==> src/rtl/dpm_pkg.sv <==
// Shared constants and Hamming helpers for the dual-port ECC memory.
// Helpers work on MAX-wide vectors; callers cast to their own widths.
package dpm_pkg;

    localparam int MAX_W          = 64;
    localparam int MAX_CW         = 72;
    localparam int SYN_W          = 7;
    localparam int DEF_ADDR_WIDTH = 5;
    localparam int DEF_NUM_BANK   = 4;
    localparam int BANK_BITS      = $clog2(DEF_NUM_BANK);
    localparam int ROW_BITS       = DEF_ADDR_WIDTH - BANK_BITS;

    function automatic int idx_bits(input int n);
        return (n > 1) ? $clog2(n) : 1;
    endfunction

    function automatic int calc_parity_bits(input int width);
        int p;
        p = 0;
        for (int i = 0; i < 16; i++) begin
            if ((1 << p) < width + p + 1) p = p + 1;
        end
        return p;
    endfunction

    // Positions are 1-based; powers of two carry even parity, the rest carry data LSB first.
    function automatic logic [MAX_CW-1:0] hamming_encode(input logic [MAX_W-1:0] din,
                                                         input int width, input int cw);
        logic [MAX_CW-1:0] code;
        logic              par;
        int                d;
        code = '0;
        d    = 0;
        for (int pos = 1; pos <= MAX_CW; pos++) begin
            if (pos <= cw && (pos & (pos - 1)) != 0 && d < width) begin
                code[pos-1] = din[d];
                d = d + 1;
            end
        end
        for (int p = 0; p < SYN_W; p++) begin
            par = 1'b0;
            for (int pos = 1; pos <= MAX_CW; pos++) begin
                if (pos <= cw && ((pos >> p) & 1) == 1) par = par ^ code[pos-1];
            end
            if ((1 << p) <= cw) code[(1 << p) - 1] = par;
        end
        return code;
    endfunction

    function automatic logic [SYN_W-1:0] hamming_syndrome(input logic [MAX_CW-1:0] code,
                                                          input int cw);
        logic [SYN_W-1:0] syn;
        syn = '0;
        for (int p = 0; p < SYN_W; p++) begin
            for (int pos = 1; pos <= MAX_CW; pos++) begin
                if (pos <= cw && ((pos >> p) & 1) == 1) syn[p] = syn[p] ^ code[pos-1];
            end
        end
        return syn;
    endfunction

    function automatic logic [MAX_W-1:0] hamming_data(input logic [MAX_CW-1:0] code,
                                                      input int cw);
        logic [MAX_W-1:0] data;
        int               d;
        data = '0;
        d    = 0;
        for (int pos = 1; pos <= MAX_CW; pos++) begin
            if (pos <= cw && (pos & (pos - 1)) != 0 && d < MAX_W) begin
                data[d] = code[pos-1];
                d = d + 1;
            end
        end
        return data;
    endfunction

endpackage

==> src/rtl/dual_port_vif.sv <==
// Request/response bundle for both memory ports.
// DPM_ECC_DEBUG_EN adds the bit-flip injection inputs and correction flags.
interface dual_port_vif #(
    parameter int ADDR_WIDTH = 5,
    parameter int WIDTH      = 8
);
    logic                  i_en_a;
    logic                  i_we_a;
    logic [ADDR_WIDTH-1:0] i_addr_a;
    logic [WIDTH-1:0]      i_din_a;
    logic [WIDTH-1:0]      o_dout_a;
    logic                  i_en_b;
    logic                  i_we_b;
    logic [ADDR_WIDTH-1:0] i_addr_b;
    logic [WIDTH-1:0]      i_din_b;
    logic [WIDTH-1:0]      o_dout_b;
`ifdef DPM_ECC_DEBUG_EN
    logic                  i_flip_a;
    logic                  i_flip_b;
    logic                  o_corr_a;
    logic                  o_corr_b;

    modport master (output i_en_a, i_we_a, i_addr_a, i_din_a, i_flip_a,
                           i_en_b, i_we_b, i_addr_b, i_din_b, i_flip_b,
                    input  o_dout_a, o_corr_a, o_dout_b, o_corr_b);
    modport slave  (input  i_en_a, i_we_a, i_addr_a, i_din_a, i_flip_a,
                           i_en_b, i_we_b, i_addr_b, i_din_b, i_flip_b,
                    output o_dout_a, o_corr_a, o_dout_b, o_corr_b);
`else
    modport master (output i_en_a, i_we_a, i_addr_a, i_din_a,
                           i_en_b, i_we_b, i_addr_b, i_din_b,
                    input  o_dout_a, o_dout_b);
    modport slave  (input  i_en_a, i_we_a, i_addr_a, i_din_a,
                           i_en_b, i_we_b, i_addr_b, i_din_b,
                    output o_dout_a, o_dout_b);
`endif
endinterface

==> src/rtl/dpm_port_pipe.sv <==
// Per-port pipeline: delays encoded writes to their commit edge, captures read
// requests, and delays decoded read results to the port's output latency.
module dpm_port_pipe #(
    parameter int ADDR_WIDTH    = 5,
    parameter int CODE_WIDTH    = 12,
    parameter int RES_WIDTH     = 8,
    parameter int WRITE_LATENCY = 4,
    parameter int READ_LATENCY  = 5
) (
    input  logic                  i_clk,
    input  logic                  i_rst,
    input  logic                  i_en,
    input  logic                  i_we,
    input  logic [ADDR_WIDTH-1:0] i_addr,
    input  logic [CODE_WIDTH-1:0] i_code,
    output logic                  o_wr_en,
    output logic [ADDR_WIDTH-1:0] o_wr_addr,
    output logic [CODE_WIDTH-1:0] o_wr_code,
    output logic                  o_rd_req,
    output logic [ADDR_WIDTH-1:0] o_rd_addr,
    input  logic                  i_res_valid,
    input  logic [RES_WIDTH-1:0]  i_res,
    output logic [RES_WIDTH-1:0]  o_res
);
    localparam int RD_STAGES = READ_LATENCY - 1;

    if (WRITE_LATENCY < 1 || READ_LATENCY < 2) begin : g_bad_latency
        $error("dpm_port_pipe: WRITE_LATENCY must be >= 1 and READ_LATENCY >= 2");
    end

    logic [WRITE_LATENCY-1:0] r_wv;
    logic [ADDR_WIDTH-1:0]    r_wa [WRITE_LATENCY];
    logic [CODE_WIDTH-1:0]    r_wc [WRITE_LATENCY];
    logic                     r_rv;
    logic [ADDR_WIDTH-1:0]    r_ra;
    logic [RD_STAGES-1:0]     r_ov;
    logic [RD_STAGES-1:0]     w_sv;
    logic [RES_WIDTH-1:0]     r_od [RD_STAGES];
    logic [RES_WIDTH-1:0]     w_sd [RD_STAGES];

    // Write shift chain; the last stage drives the array commit.
    always_ff @(posedge i_clk) begin
        if (i_rst) begin
            r_wv <= '0;
            for (int k = 0; k < WRITE_LATENCY; k++) begin
                r_wa[k] <= '0;
                r_wc[k] <= '0;
            end
        end else begin
            r_wv    <= (r_wv << 1'b1) | WRITE_LATENCY'(i_en & i_we);
            r_wa[0] <= i_addr;
            r_wc[0] <= i_code;
            for (int k = 1; k < WRITE_LATENCY; k++) begin
                r_wa[k] <= r_wa[k-1];
                r_wc[k] <= r_wc[k-1];
            end
        end
    end

    // Read request capture at acceptance.
    always_ff @(posedge i_clk) begin
        if (i_rst) begin
            r_rv <= 1'b0;
            r_ra <= '0;
        end else begin
            r_rv <= i_en & ~i_we;
            r_ra <= i_addr;
        end
    end

    // Inputs feeding each result-delay stage.
    always_comb begin
        w_sv    = (r_ov << 1'b1) | RD_STAGES'(i_res_valid);
        w_sd[0] = i_res;
        for (int k = 1; k < RD_STAGES; k++) w_sd[k] = r_od[k-1];
    end

    // Result delay; the final stage only changes when a read result reaches it.
    always_ff @(posedge i_clk) begin
        if (i_rst) begin
            r_ov <= '0;
            for (int k = 0; k < RD_STAGES; k++) r_od[k] <= '0;
        end else begin
            r_ov <= w_sv;
            for (int k = 0; k < RD_STAGES; k++) begin
                if (w_sv[k]) r_od[k] <= w_sd[k];
            end
        end
    end

    assign o_wr_en   = r_wv[WRITE_LATENCY-1];
    assign o_wr_addr = r_wa[WRITE_LATENCY-1];
    assign o_wr_code = r_wc[WRITE_LATENCY-1];
    assign o_rd_req  = r_rv;
    assign o_rd_addr = r_ra;
    assign o_res     = r_od[RD_STAGES-1];

endmodule

==> src/rtl/dual_port_ecc_mem.sv <==
// True dual-port banked memory with Hamming SEC on every word.
// Optional DPM_ECC_DEBUG_EN: codeword bit-0 flip injection and per-port correction flags.
module dual_port_ecc_mem
    import dpm_pkg::*;
#(
    parameter int WIDTH           = 8,
    parameter int CODE_WIDTH      = 12,
    parameter int ADDR_WIDTH      = 5,
    parameter int DEPTH           = 2 ** ADDR_WIDTH,
    parameter int NUM_BANK        = 4,
    parameter int WRITE_LATENCY_A = 4,
    parameter int READ_LATENCY_A  = 5,
    parameter int WRITE_LATENCY_B = 4,
    parameter int READ_LATENCY_B  = 5
) (
    input logic         i_clk,
    input logic         i_rst,
    dual_port_vif.slave bus
);
    localparam int ROWS       = DEPTH / NUM_BANK;
    localparam int BANK_IDX_W = idx_bits(NUM_BANK);
    localparam int ROW_IDX_W  = idx_bits(ROWS);
`ifdef DPM_ECC_DEBUG_EN
    localparam int RES_W = WIDTH + 1;
`else
    localparam int RES_W = WIDTH;
`endif

    if (CODE_WIDTH != WIDTH + calc_parity_bits(WIDTH) || WIDTH > MAX_W || CODE_WIDTH > MAX_CW
        || NUM_BANK < 1 || (NUM_BANK & (NUM_BANK - 1)) != 0 || NUM_BANK > DEPTH)
    begin : g_bad_config
        $error("dual_port_ecc_mem: inconsistent CODE_WIDTH/WIDTH or NUM_BANK");
    end

    typedef logic [CODE_WIDTH-1:0] codeword_t;

    codeword_t             r_bank [NUM_BANK][ROWS];
    codeword_t             w_enc_a, w_enc_b, w_code_a, w_code_b;
    codeword_t             w_wr_code_a, w_wr_code_b, r_rcode_a, r_rcode_b;
    logic                  w_wr_en_a, w_wr_en_b, w_rd_req_a, w_rd_req_b, r_rv_a, r_rv_b;
    logic [ADDR_WIDTH-1:0] w_wr_addr_a, w_wr_addr_b, w_rd_addr_a, w_rd_addr_b;
    logic [RES_W-1:0]      w_res_a, w_res_b, w_out_a, w_out_b;

    function automatic logic [BANK_IDX_W-1:0] bank_of(input logic [ADDR_WIDTH-1:0] addr);
        return BANK_IDX_W'(int'(addr) % NUM_BANK);
    endfunction

    function automatic logic [ROW_IDX_W-1:0] row_of(input logic [ADDR_WIDTH-1:0] addr);
        return ROW_IDX_W'(int'(addr) / NUM_BANK);
    endfunction

    function automatic logic ecc_corrected(input codeword_t code);
        logic [SYN_W-1:0] syn;
        syn = hamming_syndrome(MAX_CW'(code), CODE_WIDTH);
        return (syn != '0) && (int'(syn) <= CODE_WIDTH);
    endfunction

    // Syndromes pointing past the codeword are uncorrectable; data passes through as stored.
    function automatic logic [WIDTH-1:0] ecc_correct(input codeword_t code);
        logic [SYN_W-1:0] syn;
        codeword_t        fixed;
        syn   = hamming_syndrome(MAX_CW'(code), CODE_WIDTH);
        fixed = code;
        for (int i = 0; i < CODE_WIDTH; i++) begin
            if (int'(syn) == i + 1) fixed[i] = ~fixed[i];
        end
        return WIDTH'(hamming_data(MAX_CW'(fixed), CODE_WIDTH));
    endfunction

    assign w_enc_a = CODE_WIDTH'(hamming_encode(MAX_W'(bus.i_din_a), WIDTH, CODE_WIDTH));
    assign w_enc_b = CODE_WIDTH'(hamming_encode(MAX_W'(bus.i_din_b), WIDTH, CODE_WIDTH));
`ifdef DPM_ECC_DEBUG_EN
    assign w_code_a      = w_enc_a ^ {{(CODE_WIDTH-1){1'b0}}, bus.i_flip_a};
    assign w_code_b      = w_enc_b ^ {{(CODE_WIDTH-1){1'b0}}, bus.i_flip_b};
    assign w_res_a       = {ecc_corrected(r_rcode_a), ecc_correct(r_rcode_a)};
    assign w_res_b       = {ecc_corrected(r_rcode_b), ecc_correct(r_rcode_b)};
    assign bus.o_corr_a  = w_out_a[WIDTH];
    assign bus.o_corr_b  = w_out_b[WIDTH];
`else
    assign w_code_a      = w_enc_a;
    assign w_code_b      = w_enc_b;
    assign w_res_a       = ecc_correct(r_rcode_a);
    assign w_res_b       = ecc_correct(r_rcode_b);
`endif
    assign bus.o_dout_a = w_out_a[WIDTH-1:0];
    assign bus.o_dout_b = w_out_b[WIDTH-1:0];

    dpm_port_pipe #(
        .ADDR_WIDTH(ADDR_WIDTH), .CODE_WIDTH(CODE_WIDTH), .RES_WIDTH(RES_W),
        .WRITE_LATENCY(WRITE_LATENCY_A), .READ_LATENCY(READ_LATENCY_A)
    ) u_pipe_a (
        .i_clk(i_clk), .i_rst(i_rst), .i_en(bus.i_en_a), .i_we(bus.i_we_a),
        .i_addr(bus.i_addr_a), .i_code(w_code_a),
        .o_wr_en(w_wr_en_a), .o_wr_addr(w_wr_addr_a), .o_wr_code(w_wr_code_a),
        .o_rd_req(w_rd_req_a), .o_rd_addr(w_rd_addr_a),
        .i_res_valid(r_rv_a), .i_res(w_res_a), .o_res(w_out_a)
    );

    dpm_port_pipe #(
        .ADDR_WIDTH(ADDR_WIDTH), .CODE_WIDTH(CODE_WIDTH), .RES_WIDTH(RES_W),
        .WRITE_LATENCY(WRITE_LATENCY_B), .READ_LATENCY(READ_LATENCY_B)
    ) u_pipe_b (
        .i_clk(i_clk), .i_rst(i_rst), .i_en(bus.i_en_b), .i_we(bus.i_we_b),
        .i_addr(bus.i_addr_b), .i_code(w_code_b),
        .o_wr_en(w_wr_en_b), .o_wr_addr(w_wr_addr_b), .o_wr_code(w_wr_code_b),
        .o_rd_req(w_rd_req_b), .o_rd_addr(w_rd_addr_b),
        .i_res_valid(r_rv_b), .i_res(w_res_b), .o_res(w_out_b)
    );

    // Array commits; on a same-address collision port B is dropped.
    always_ff @(posedge i_clk) begin
        if (!i_rst) begin
            if (w_wr_en_b && !(w_wr_en_a && w_wr_addr_a == w_wr_addr_b)) begin
                r_bank[bank_of(w_wr_addr_b)][row_of(w_wr_addr_b)] <= w_wr_code_b;
            end
            if (w_wr_en_a) begin
                r_bank[bank_of(w_wr_addr_a)][row_of(w_wr_addr_a)] <= w_wr_code_a;
            end
        end
    end

    // Array read one edge after acceptance; sees contents from before same-edge commits.
    always_ff @(posedge i_clk) begin
        if (i_rst) begin
            r_rv_a    <= 1'b0;
            r_rv_b    <= 1'b0;
            r_rcode_a <= '0;
            r_rcode_b <= '0;
        end else begin
            r_rv_a    <= w_rd_req_a;
            r_rv_b    <= w_rd_req_b;
            r_rcode_a <= r_bank[bank_of(w_rd_addr_a)][row_of(w_rd_addr_a)];
            r_rcode_b <= r_bank[bank_of(w_rd_addr_b)][row_of(w_rd_addr_b)];
        end
    end

endmodule

==> src/flat_wrapper.sv <==
// flat-port wrapper written by rule: the top's interface ports become plain ports
module dual_port_ecc_mem_flat import dpm_pkg::*;
#(
    parameter int WIDTH           = 8,
    parameter int CODE_WIDTH      = 12,
    parameter int ADDR_WIDTH      = 5,
    parameter int DEPTH           = 2 ** ADDR_WIDTH,
    parameter int NUM_BANK        = 4,
    parameter int WRITE_LATENCY_A = 4,
    parameter int READ_LATENCY_A  = 5,
    parameter int WRITE_LATENCY_B = 4,
    parameter int READ_LATENCY_B  = 5
)
  (i_clk, i_rst, bus_i_en_a, bus_i_we_a, bus_i_addr_a, bus_i_din_a, bus_i_en_b, bus_i_we_b, bus_i_addr_b, bus_i_din_b, bus_o_dout_a, bus_o_dout_b);
  dual_port_vif #(.ADDR_WIDTH(ADDR_WIDTH), .WIDTH(WIDTH)) bus_i ();
  input logic i_clk;
  input logic i_rst;
  input wire logic [$bits(bus_i.i_en_a)-1:0] bus_i_en_a;
  input wire logic [$bits(bus_i.i_we_a)-1:0] bus_i_we_a;
  input wire logic [$bits(bus_i.i_addr_a)-1:0] bus_i_addr_a;
  input wire logic [$bits(bus_i.i_din_a)-1:0] bus_i_din_a;
  input wire logic [$bits(bus_i.i_en_b)-1:0] bus_i_en_b;
  input wire logic [$bits(bus_i.i_we_b)-1:0] bus_i_we_b;
  input wire logic [$bits(bus_i.i_addr_b)-1:0] bus_i_addr_b;
  input wire logic [$bits(bus_i.i_din_b)-1:0] bus_i_din_b;
  output wire logic [$bits(bus_i.o_dout_a)-1:0] bus_o_dout_a;
  output wire logic [$bits(bus_i.o_dout_b)-1:0] bus_o_dout_b;
  assign bus_i.i_en_a = bus_i_en_a;
  assign bus_i.i_we_a = bus_i_we_a;
  assign bus_i.i_addr_a = bus_i_addr_a;
  assign bus_i.i_din_a = bus_i_din_a;
  assign bus_i.i_en_b = bus_i_en_b;
  assign bus_i.i_we_b = bus_i_we_b;
  assign bus_i.i_addr_b = bus_i_addr_b;
  assign bus_i.i_din_b = bus_i_din_b;
  assign bus_o_dout_a = bus_i.o_dout_a;
  assign bus_o_dout_b = bus_i.o_dout_b;
  dual_port_ecc_mem #(.WIDTH(WIDTH), .CODE_WIDTH(CODE_WIDTH), .ADDR_WIDTH(ADDR_WIDTH), .DEPTH(DEPTH), .NUM_BANK(NUM_BANK), .WRITE_LATENCY_A(WRITE_LATENCY_A), .READ_LATENCY_A(READ_LATENCY_A), .WRITE_LATENCY_B(WRITE_LATENCY_B), .READ_LATENCY_B(READ_LATENCY_B)) u_core (.i_clk(i_clk), .i_rst(i_rst), .bus(bus_i));
endmodule
==> config.mk <==
export PLATFORM = sky130hd
export DESIGN_NAME = dual_port_ecc_mem_flat
export DESIGN_NICKNAME = d
export VERILOG_FILES = /design/src/rtl/dpm_pkg.sv /design/src/rtl/dual_port_vif.sv /design/src/rtl/dpm_port_pipe.sv /design/src/rtl/dual_port_ecc_mem.sv /design/src/flat_wrapper.sv
export SDC_FILE = /design/constraint.sdc
export NUM_CORES = 1
export LEC_CHECK = 0
export ABC_CLOCK_PERIOD_IN_PS = 7400
export CORE_MARGIN = 1.5
export CORE_UTILIZATION = 35
export DETAILED_ROUTE_END_ITERATION = 8
export SYNTH_ARGS = -nofsm -noshare
export SYNTH_HDL_FRONTEND = slang
export SYNTH_SLANG_ARGS = --single-unit
==> constraint.sdc <==
create_clock -name i_clk -period 7.4 [get_ports i_clk]
set_input_delay 1.48 -clock i_clk [delete_from_list [all_inputs] [get_ports i_clk]]
set_output_delay 1.48 -clock i_clk [all_outputs]
set_load 0.005 [all_outputs]
==> impl_metrics.json, run 1 <==
{
  "post_cts_buffers": 0,
  "timing.critical_path.from": "u_core.u_pipe_a.r_wa[3][1]",
  "ctsHoldBuffers": 0,
  "final.min_clock_period_ns": 3.71,
  "cts_sinks": 626,
  "viasPerCell": 5.73,
  "gp_congestion": 0.918,
  "portBuffers": 47,
  "internal_power_mw": 6.14,
  "antenna_found_initial": 5,
  "initial_utilization_pct": 35.5,
  "ios": 48,
  "drv_slew": 0,
  "insertion_delay_ns": 0.65,
  "switching_share_pct": 23.7,
  "drt_iter0_drc": 2084,
  "hpwl_um": 61500,
  "syn_area_mm2": 0.0315,
  "dpl-instance-area_mm2": 0.0329,
  "synth.avg_cell_area_um2": 13.0,
  "startpoint_type": "flop",
  "fin_skew_ns": 0.0595,
  "clockPowerShare_pct": 44.8,
  "grt_pass1_vias": 20300,
  "p_leak_nw": 13.0,
  "stdcell_count": 3584,
  "status": "completed",
  "fillers": 8256,
  "crit_fanout": 13,
  "htreeDepth": 3,
  "netlist-cell-type-count": 57,
  "grt_remaining_overflow": 0,
  "wl_um": 97400,
  "drc_errors": 0,
  "ys_seq_area_share_pct": 53.9,
  "max_freq_ghz": 0.269,
  "pwr-share-seq_pct": 48.0,
  "coreArea_mm2": 0.0888,
  "synth_ff_type": "edfxtp_1",
  "design_area_mm2": 0.0353,
  "drive_above_1_share_pct": 25.1,
  "worstPathArrival_ns": 3.97,
  "vias": 20600,
  "wl_per_cell_um": 27.2,
  "synth_edf_count": 448,
  "path_cells": "nor2b_1 -> nand2_1 -> o21ai_1",
  "grt_pass1_wl_um": 140000,
  "switchingPower_mw": 1.91,
  "die_h_um": 303,
  "finalSetupViolCount": 0,
  "die-area_mm2": 0.0919,
  "worst_slew_pin_slew_ns": 1.31,
  "maxSlewHeadroom_pct": 12.8,
  "dp_cells": 3452,
  "final_common_cell": "edfxtp_1",
  "power.total_mw": 8.05,
  "die_w_um": 303,
  "hold_viol": 0,
  "postSynthCellCount": 2430,
  "reg2reg_from": "u_core.u_pipe_a.r_wa[3][1]",
  "synth_seq_cells": 626,
  "max_cap_viol_count": 0,
  "worstPathRequired_ns": 7.66,
  "clockRootBuffer": "clkbuf_16",
  "final_cell_mix": "edfxtp_1 (448), mux2_2 (369), mux2i_1 (350), dfxtp_1 (159), nor2b_1 (150)",
  "num-nets-final": 2390,
  "ir_drop_v": 0.000172,
  "hold_path.class": "flop to flop",
  "async_reset_ff_share_pct": 0,
  "cts.clk_slew.worst_paths_ns": 0.06,
  "cts_tree": "yes",
  "rsz0062_at_grt": "no",
  "pwr-share-comb_pct": 7.2,
  "post_cts_resize_count": 0,
  "cts_buffers": 69,
  "firstDrtPassIters": 6,
  "cts.path.max_buffers": 3,
  "grt_max_degree": 104,
  "crit_type": "flop to flop",
  "tns_ns": 0,
  "antenna_left": 0,
  "synth_nets": 2462,
  "power_density_mw_per_mm2": 228,
  "track_usage_pct": 21.0,
  "placementRows": 109,
  "area_growth_pct": 12.1,
  "max_stage_delay_ns": 1.04,
  "endpoint_kind": "flop",
  "yosys_warnings": 0,
  "cpMaxStageDelayCell": "nor2b_1",
  "min_from": "u_core.u_pipe_a.r_wa[2][2]",
  "period_share_pct": 50.2
}
layer usage:
metal	vias to the layer above	track usage, %	part of all wire (%)
met4	4	10.2	4.9
met5	-	0	0.025
li1	8907	-	-
met1	10500	27.2	41
met2	945	33.2	46
met3	231	4.68	8.1
cell usage after synthesis (all sizes together) (18+ instances only):
| master | n | share of area (%) |
|---|---|---|
| edfxtp | 448 | 43 |
| mux2 | 392 | 14 |
| mux2i | 350 | 11 |
| dfxtp | 178 | 11 |
| nor2b | 154 | 3.1 |
| clkbuf | 147 | 1.7 |
| nand2 | 116 | 1.4 |
| a22oi | 88 | 2.1 |
| buf | 87 | 1.4 |
| a21oi | 84 | 1.3 |
| nand3 | 83 | 1.3 |
| and2 | 51 | 1.0 |
| xnor2 | 40 | 1.2 |
| mux4 | 24 | 1.7 |
| nor2 | 23 | 0.30 |
| nand2b | 22 | 0.44 |
| a41oi | 20 | 0.56 |
| o21ai | 18 | 0.29 |
flip-flops by register name (all words and copies together), names as in the netlist:
signal,count
u_core.u_pipe_a.r_wv,4
u_core.r_rcode_a,12
u_core.u_pipe_a.r_wa,20
u_core.u_pipe_a.r_ov,3
u_core.u_pipe_a.r_wc,48
u_core.r_rv_b,1
u_core.u_pipe_b.r_wv,4
u_core.u_pipe_a.r_od,32
u_core.r_rcode_b,12
u_core.u_pipe_b.r_ov,3
u_core.u_pipe_a.o_rd_req,1
u_core.r_rv_a,1
u_core.r_bank,384
u_core.u_pipe_b.r_wa,20
u_core.u_pipe_b.o_rd_req,1
u_core.u_pipe_b.r_od,32
u_core.u_pipe_b.r_wc,48
path summary, 6_finish.rpt:
path	to	slack (ns)	cells after the start
setup / recovery	u_core.r_bank[2][37]	3.69	3
hold / removal	u_core.u_pipe_a.r_wa[3][2]	0.42	1
setup reg to reg	u_core.r_bank[2][37]	3.69	3
hold reg to reg	u_core.u_pipe_a.r_wa[3][2]	0.42	1
critical path: cells and delay by family, from the launching register on:
family / cells / cell delay [ns]
and+or+nand+nor: 2 / 1.75
AOI/OAI and AO/OA: 1 / 0.82
DFF: 1 / 0.72
stage by stage:
| stage | utilization (%) | setup slack (ns) | hold WS [ns] |
|---|---|---|---|
| 2_1_floorplan | - | 3.82 | 0.414 |
| 3_3_place_gp | 37.1 | 3.30 | 0.415 |
| 3_5_place_dp | 37.1 | 3.18 | 0.421 |
| 4_1_cts | 39.8 | 3.82 | 0.429 |
| 6_report | 39.8 | 3.69 | 0.423 |
| 5_1_grt | 39.8 | 3.65 | 0.442 |
power by group through the flow:
stage	combinational [mW]	sequential [mW]	clock (mW)
3_3_place_gp	0.564	3.93	0
6_report	0.583	3.86	3.60
5_1_grt	0.612	3.86	3.80
4_1_cts	0.576	3.86	3.66
2_1_floorplan	0.418	3.88	0
3_5_place_dp	0.574	3.93	0
kinds of logic (layout without fill, tap and decap cells):
logic type             count (synthesis)  after routing  synth area share [%]
AO/OA/AOI/OAI                        242            242                  5.01
buffers and inverters                236            221                  3.17
XOR/XNOR                              58             58                  2.21
multiplexers                         766            766                  26.8
AND/OR/NAND/NOR                      502            502                  8.87
other                                  0              4                     0
flip-flops                           626            626                  53.9
layout make-up:
cell class                      count  area, um^2  area share, %
Antenna cell                        4        10.0         0.0283
Sequential cell                   626       17000           48.2
Clock buffer                       90        1910           5.40
Tap cell                         1165        1460           4.12
Inverter                            2        7.51         0.0212
Multi-Input combinational cell   1568       13600           38.4
Timing Repair Buffer               91         827           2.34
Clock inverter                     38         507           1.43
Power figures use the tool's default switching activity.
==> run 2, diff against run 1 <==
--- a/config.mk
+++ b/config.mk
@@ -5,7 +5,7 @@
 export SDC_FILE = /design/constraint.sdc
 export NUM_CORES = 1
 export LEC_CHECK = 0
-export ABC_CLOCK_PERIOD_IN_PS = 7400
+export ABC_CLOCK_PERIOD_IN_PS = 3600
 export CORE_MARGIN = 1.5
 export CORE_UTILIZATION = 35
 export DETAILED_ROUTE_END_ITERATION = 8
==> constraint.sdc (replaced) <==
create_clock -name i_clk -period 3.6 [get_ports i_clk]
set_input_delay 0.72 -clock i_clk [delete_from_list [all_inputs] [get_ports i_clk]]
set_output_delay 0.72 -clock i_clk [all_outputs]
set_load 0.005 [all_outputs]
==> run 2 against run 1 <==
  * Count of clock-buffer cells in the layout rose by 15
  * Sequential share of layout area fell by 0.53 points
  * Highest routed layer is now met4
  * Worst hold slack barely moved
  * Maximum frequency rose by 31%
  * Sequential power rose by 110%
==> impl_metrics.json, run 2 (same netlist as run 1, synthesis figures left out) <==
{
  "drv_slew": 0,
  "crit_type": "flop to flop",
  "max_cap_viol_count": 0,
  "worstPathRequired_ns": 3.98,
  "hold_viol": 0,
  "ir_drop_v": 0.000419,
  "largest_reg_flops": 384,
  "viasPerCell": 5.69,
  "seqCellArea_mm2": 0.0170,
  "die_h_um": 303,
  "crit_fanout": 12,
  "initial_utilization_pct": 35.5,
  "fin_util_pct": 40.3,
  "timing.critical_path.from": "u_core.u_pipe_a.r_wa[3][1]",
  "gp_congestion": 0.910,
  "diodes": 0,
  "wl_um": 97800,
  "finalHoldWorstSlack_ns": 0.423,
  "post_cts_buffers": 0,
  "cts.clk_slew.worst_paths_ns": 0.06,
  "path_cells": "xnor2_1 -> nand3_1 -> o311ai_0 -> o22ai_1 -> buf_4",
  "startpoint_type": "flop",
  "ios": 48,
  "design_area_mm2": 0.0357,
  "track_usage_pct": 21.1,
  "rsz0062_at_grt": "no",
  "hpwl_um": 62600,
  "hold_path.class": "flop to flop",
  "area_growth_pct": 13.3,
  "max_stage_delay_ns": 0.97,
  "endpoint_kind": "flop",
  "grt_pass1_vias": 20400,
  "wl_per_cell_um": 26.9,
  "worst_slew_pin_slew_ns": 1.27,
  "cts_tree": "yes",
  "vias": 20700,
  "p_leak_nw": 13.3,
  "drt_iter0_drc": 2026,
  "antenna_left": 0,
  "die_w_um": 303,
  "ctsHoldBuffers": 0,
  "status": "completed",
  "num-nets-final": 2452,
  "cts_buffers": 71,
  "maxSlewHeadroom_pct": 15.5,
  "final_cell_mix": "edfxtp_1 (448), mux2_2 (369), mux2i_1 (350), dfxtp_1 (160), nor2b_1 (150)",
  "reg2reg_from": "u_core.u_pipe_a.r_wa[3][1]",
  "min_delay_path_depth": 1,
  "finalSetupViolCount": 0,
  "antenna_found_initial": 4,
  "max_freq_ghz": 0.353,
  "portBuffers": 47,
  "power_density_mw_per_mm2": 455,
  "power.total_mw": 16.3,
  "grt_pass1_wl_um": 140000,
  "drc_errors": 0,
  "insertion_delay_ns": 0.65,
  "coreArea_mm2": 0.0888,
  "ff2ff_path_depth": 5,
  "multi_input_area_mm2": 0.0136,
  "grt_max_degree": 127,
  "cts.path.max_buffers": 3,
  "cts_sinks": 626,
  "grt_remaining_overflow": 0,
  "top_regs": "u_core.r_bank: 384 flops, u_core.u_pipe_a.r_wc: 48 flops, u_core.u_pipe_b.r_wc: 48 flops",
  "fillers": 8273,
  "die-area_mm2": 0.0919,
  "final_common_cell": "edfxtp_1",
  "fin_skew_ns": 0.0490,
  "final.min_clock_period_ns": 2.83,
  "clockRootBuffer": "clkbuf_16",
  "drive_above_1_share_pct": 26.6,
  "min_from": "u_core.u_pipe_b.r_wc[2][9]",
  "worstPathArrival_ns": 3.21,
  "post_cts_resize_count": 0,
  "top_register": "u_core.r_bank",
  "htreeDepth": 3,
  "period_share_pct": 78.6,
  "dpl-instance-area_mm2": 0.0334,
  "tns_ns": 0,
  "cpMaxStageDelayCell": "o311ai_0",
  "firstDrtPassIters": 5,
  "placementRows": 109
}
-- run 2: cell types whose count changed in the layout (fill, tap and decap cells not counted), sizes merged --
cell,before,now
clkinv,29,19
clkinvlp,1,0
inv,3,4
clkbuf,90,105
buf,45,105
bufinv,7,2
diode,4,0
-- run 2: stage by stage --
stage	worst slack, ns	instances
floorplan	0.778	2430
global placement	0.686	3512
detailed placement	0.656	3512
CTS	0.798	3640
global route	0.639	3640
finish	0.770	3640
-- run 2: cell type report --
class | count | share of cell area (%)
clock buffers | 105 | 5.71
clock inverters | 23 | 0.735
well taps | 1165 | 4.08
repair buffers | 151 | 3.78
multi-input cells | 1568 | 38.0
flip-flops and latches | 626 | 47.7
inverters | 2 | 0.0210
-- run 2: power by group --
group	switching, mW	internal [mW]
clock network	3.00	4.12
registers	0.143	7.79
logic	0.692	0.526
total	3.84	12.4
-- run 2: worst paths after layout --
check | to | slack, ns
min reg2reg | u_core.u_pipe_b.r_wc[3][9] | 0.42
max reg2reg | u_core.r_bank[1][2] | 0.77
max | u_core.r_bank[1][2] | 0.77
min | u_core.u_pipe_b.r_wc[3][9] | 0.42
-- run 2: worst max-delay path: cells and delay by family, from the launching register on --
| family | cells | cell delay (ns) |
|---|---|---|
| simple gates | 1 | 0.24 |
| flops | 1 | 0.68 |
| xor+xnor | 1 | 0.18 |
| buf+inv | 1 | 0.27 |
| compound gates | 2 | 1.18 |
-- run 2: layer usage --
| metal | share of wire (%) | wire [um] | track usage, % |
|---|---|---|---|
| met2 | 45 | 44300 | 33.0 |
| met5 | 0 | 0 | 0 |
| met3 | 7.5 | 7340 | 3.67 |
| met4 | 5.4 | 5320 | 10.8 |
| met1 | 42 | 40800 | 28.0 |
==> RTL change (flow settings as in run 2) <==
`r_ra` no longer has a reset.
--- a/src/rtl/dpm_port_pipe.sv
+++ b/src/rtl/dpm_port_pipe.sv
@@ -63,7 +63,9 @@
             r_rv <= 1'b0;
-            r_ra <= '0;
         end else begin
             r_rv <= i_en & ~i_we;
-            r_ra <= i_addr;
         end
+    end
+
+    always_ff @(posedge i_clk) begin
+        r_ra <= i_addr;
     end
Check against the original RTL: same outputs for any inputs over 4 cycles, from zero or initial values and one cycle with i_rst high; that may be too few to reach the edited logic, so the function may still have changed.
==> RTL change against run 2 <==
The flow now finishes with violations (DRC). Sequential share of layout area grew 0.87 points. Cell area fell by 0.61%. Synthesized area decreased by 0.72%. Sequential cell count increased by 10. Die area shrank 0.71%. Worst setup slack worse by 160 ps. Via count down 8.3%. Clock skew shrank 28 ps. Fmax shrank 5.2%. Routed wire length is 6.2% lower. Total power decreased by 0.29%. Critical endpoint is now u_core.r_rcode_b[11]. Largest power group unchanged.
==> RTL change: results (changes against run 2) <==
metric,value,unit,change
number of buffers created by CTS,70,,-1.4%
Total GRT Usage,20.14,%,-0.93 points
worst stage delay on the critical path,660,ps,-310 ps
wire length per cell,27.60,um,+2.8%
final-layout non-clock buffer area share,3.702,%,-0.082 points
Synth cell types,49,,-14%
M1 WL,37.03,mm,-9.3%
largest net degree at the start of global routing,67,,-47%
GR Util met1,26.82,%,-1.2 points
status,"finished, violations left",,
comb_multi_in,1243,,-21%
failing checks,DRC,,
vias in the first global route,18920,,-7.3%
dpl hpwl,59.54,mm,-4.9%
mux contribution to synthesized area,30.27,%,+3.5 points
Iter 0 DRT Violations,2100,,+3.7%
Mapped Avg Cell Area,15.00,sq um,+16%
global-route wire length before repair,133.0,mm,-4.9%
Worst-Skew Late Latency,630,ps,-20 ps
M2 GR Usage,31.73,%,-1.3 points
post-synthesis compound-gate area fraction,2.837,%,-2.2 points
"Clock buffers and inverters, area share",6.517,%,+0.075 points
family with the most delay on the worst path,buffers and inverters,,
Remaining DRCs,3,,+3
Final Wtd Congestion,0.9178,,+0.86%
Leak Pwr,0.01388,uW,+4.4%
Final Non-Filler Cells,3324,,-8.7%
Setup WS pre-CTS,621.6,ps,-34.51 ps
Sw Pwr,3702,uW,-3.5%
largest cells by area after synthesis,"edfxtp_1, mux4_2, dfxtp_1",,
worst-margin pin slew,1399,ps,+132.2 ps
GR met3 Demand/Resource,4.913,%,+1.2 points
Multi-input gate area,0.01318,sq mm,-2.9%
sequential-to-total area share from yosys stat,54.97,%,+1.0 points
XOR/XNOR Fraction of Synth Area,2.089,%,-0.12 points
[RTL change: final timing paths]
| kind | start | endpoint | slack (ps) | depth (start not counted) |
|---|---|---|---|---|
| min | u_core.u_pipe_a.r_wa[1][0] | u_core.u_pipe_a.r_wa[2][0] | 430 | 1 |
| max reg2reg | u_core.u_pipe_b.o_rd_addr[2] | u_core.r_rcode_b[11] | 610 | 6 |
| min reg2reg | u_core.u_pipe_a.r_wa[1][0] | u_core.u_pipe_a.r_wa[2][0] | 430 | 1 |
| max | u_core.u_pipe_b.o_rd_addr[2] | u_core.r_rcode_b[11] | 610 | 6 |
[RTL change: power groups by stage]
stage / logic, uW / clock network, uW / registers [uW]
after CTS: 939 / 7380 / 8030
after floorplan: 718 / 0 / 8080
after global placement: 916 / 0 / 8180
after detailed placement: 936 / 0 / 8190
after global routing: 1010 / 7650 / 8040
final: 945 / 7240 / 8030
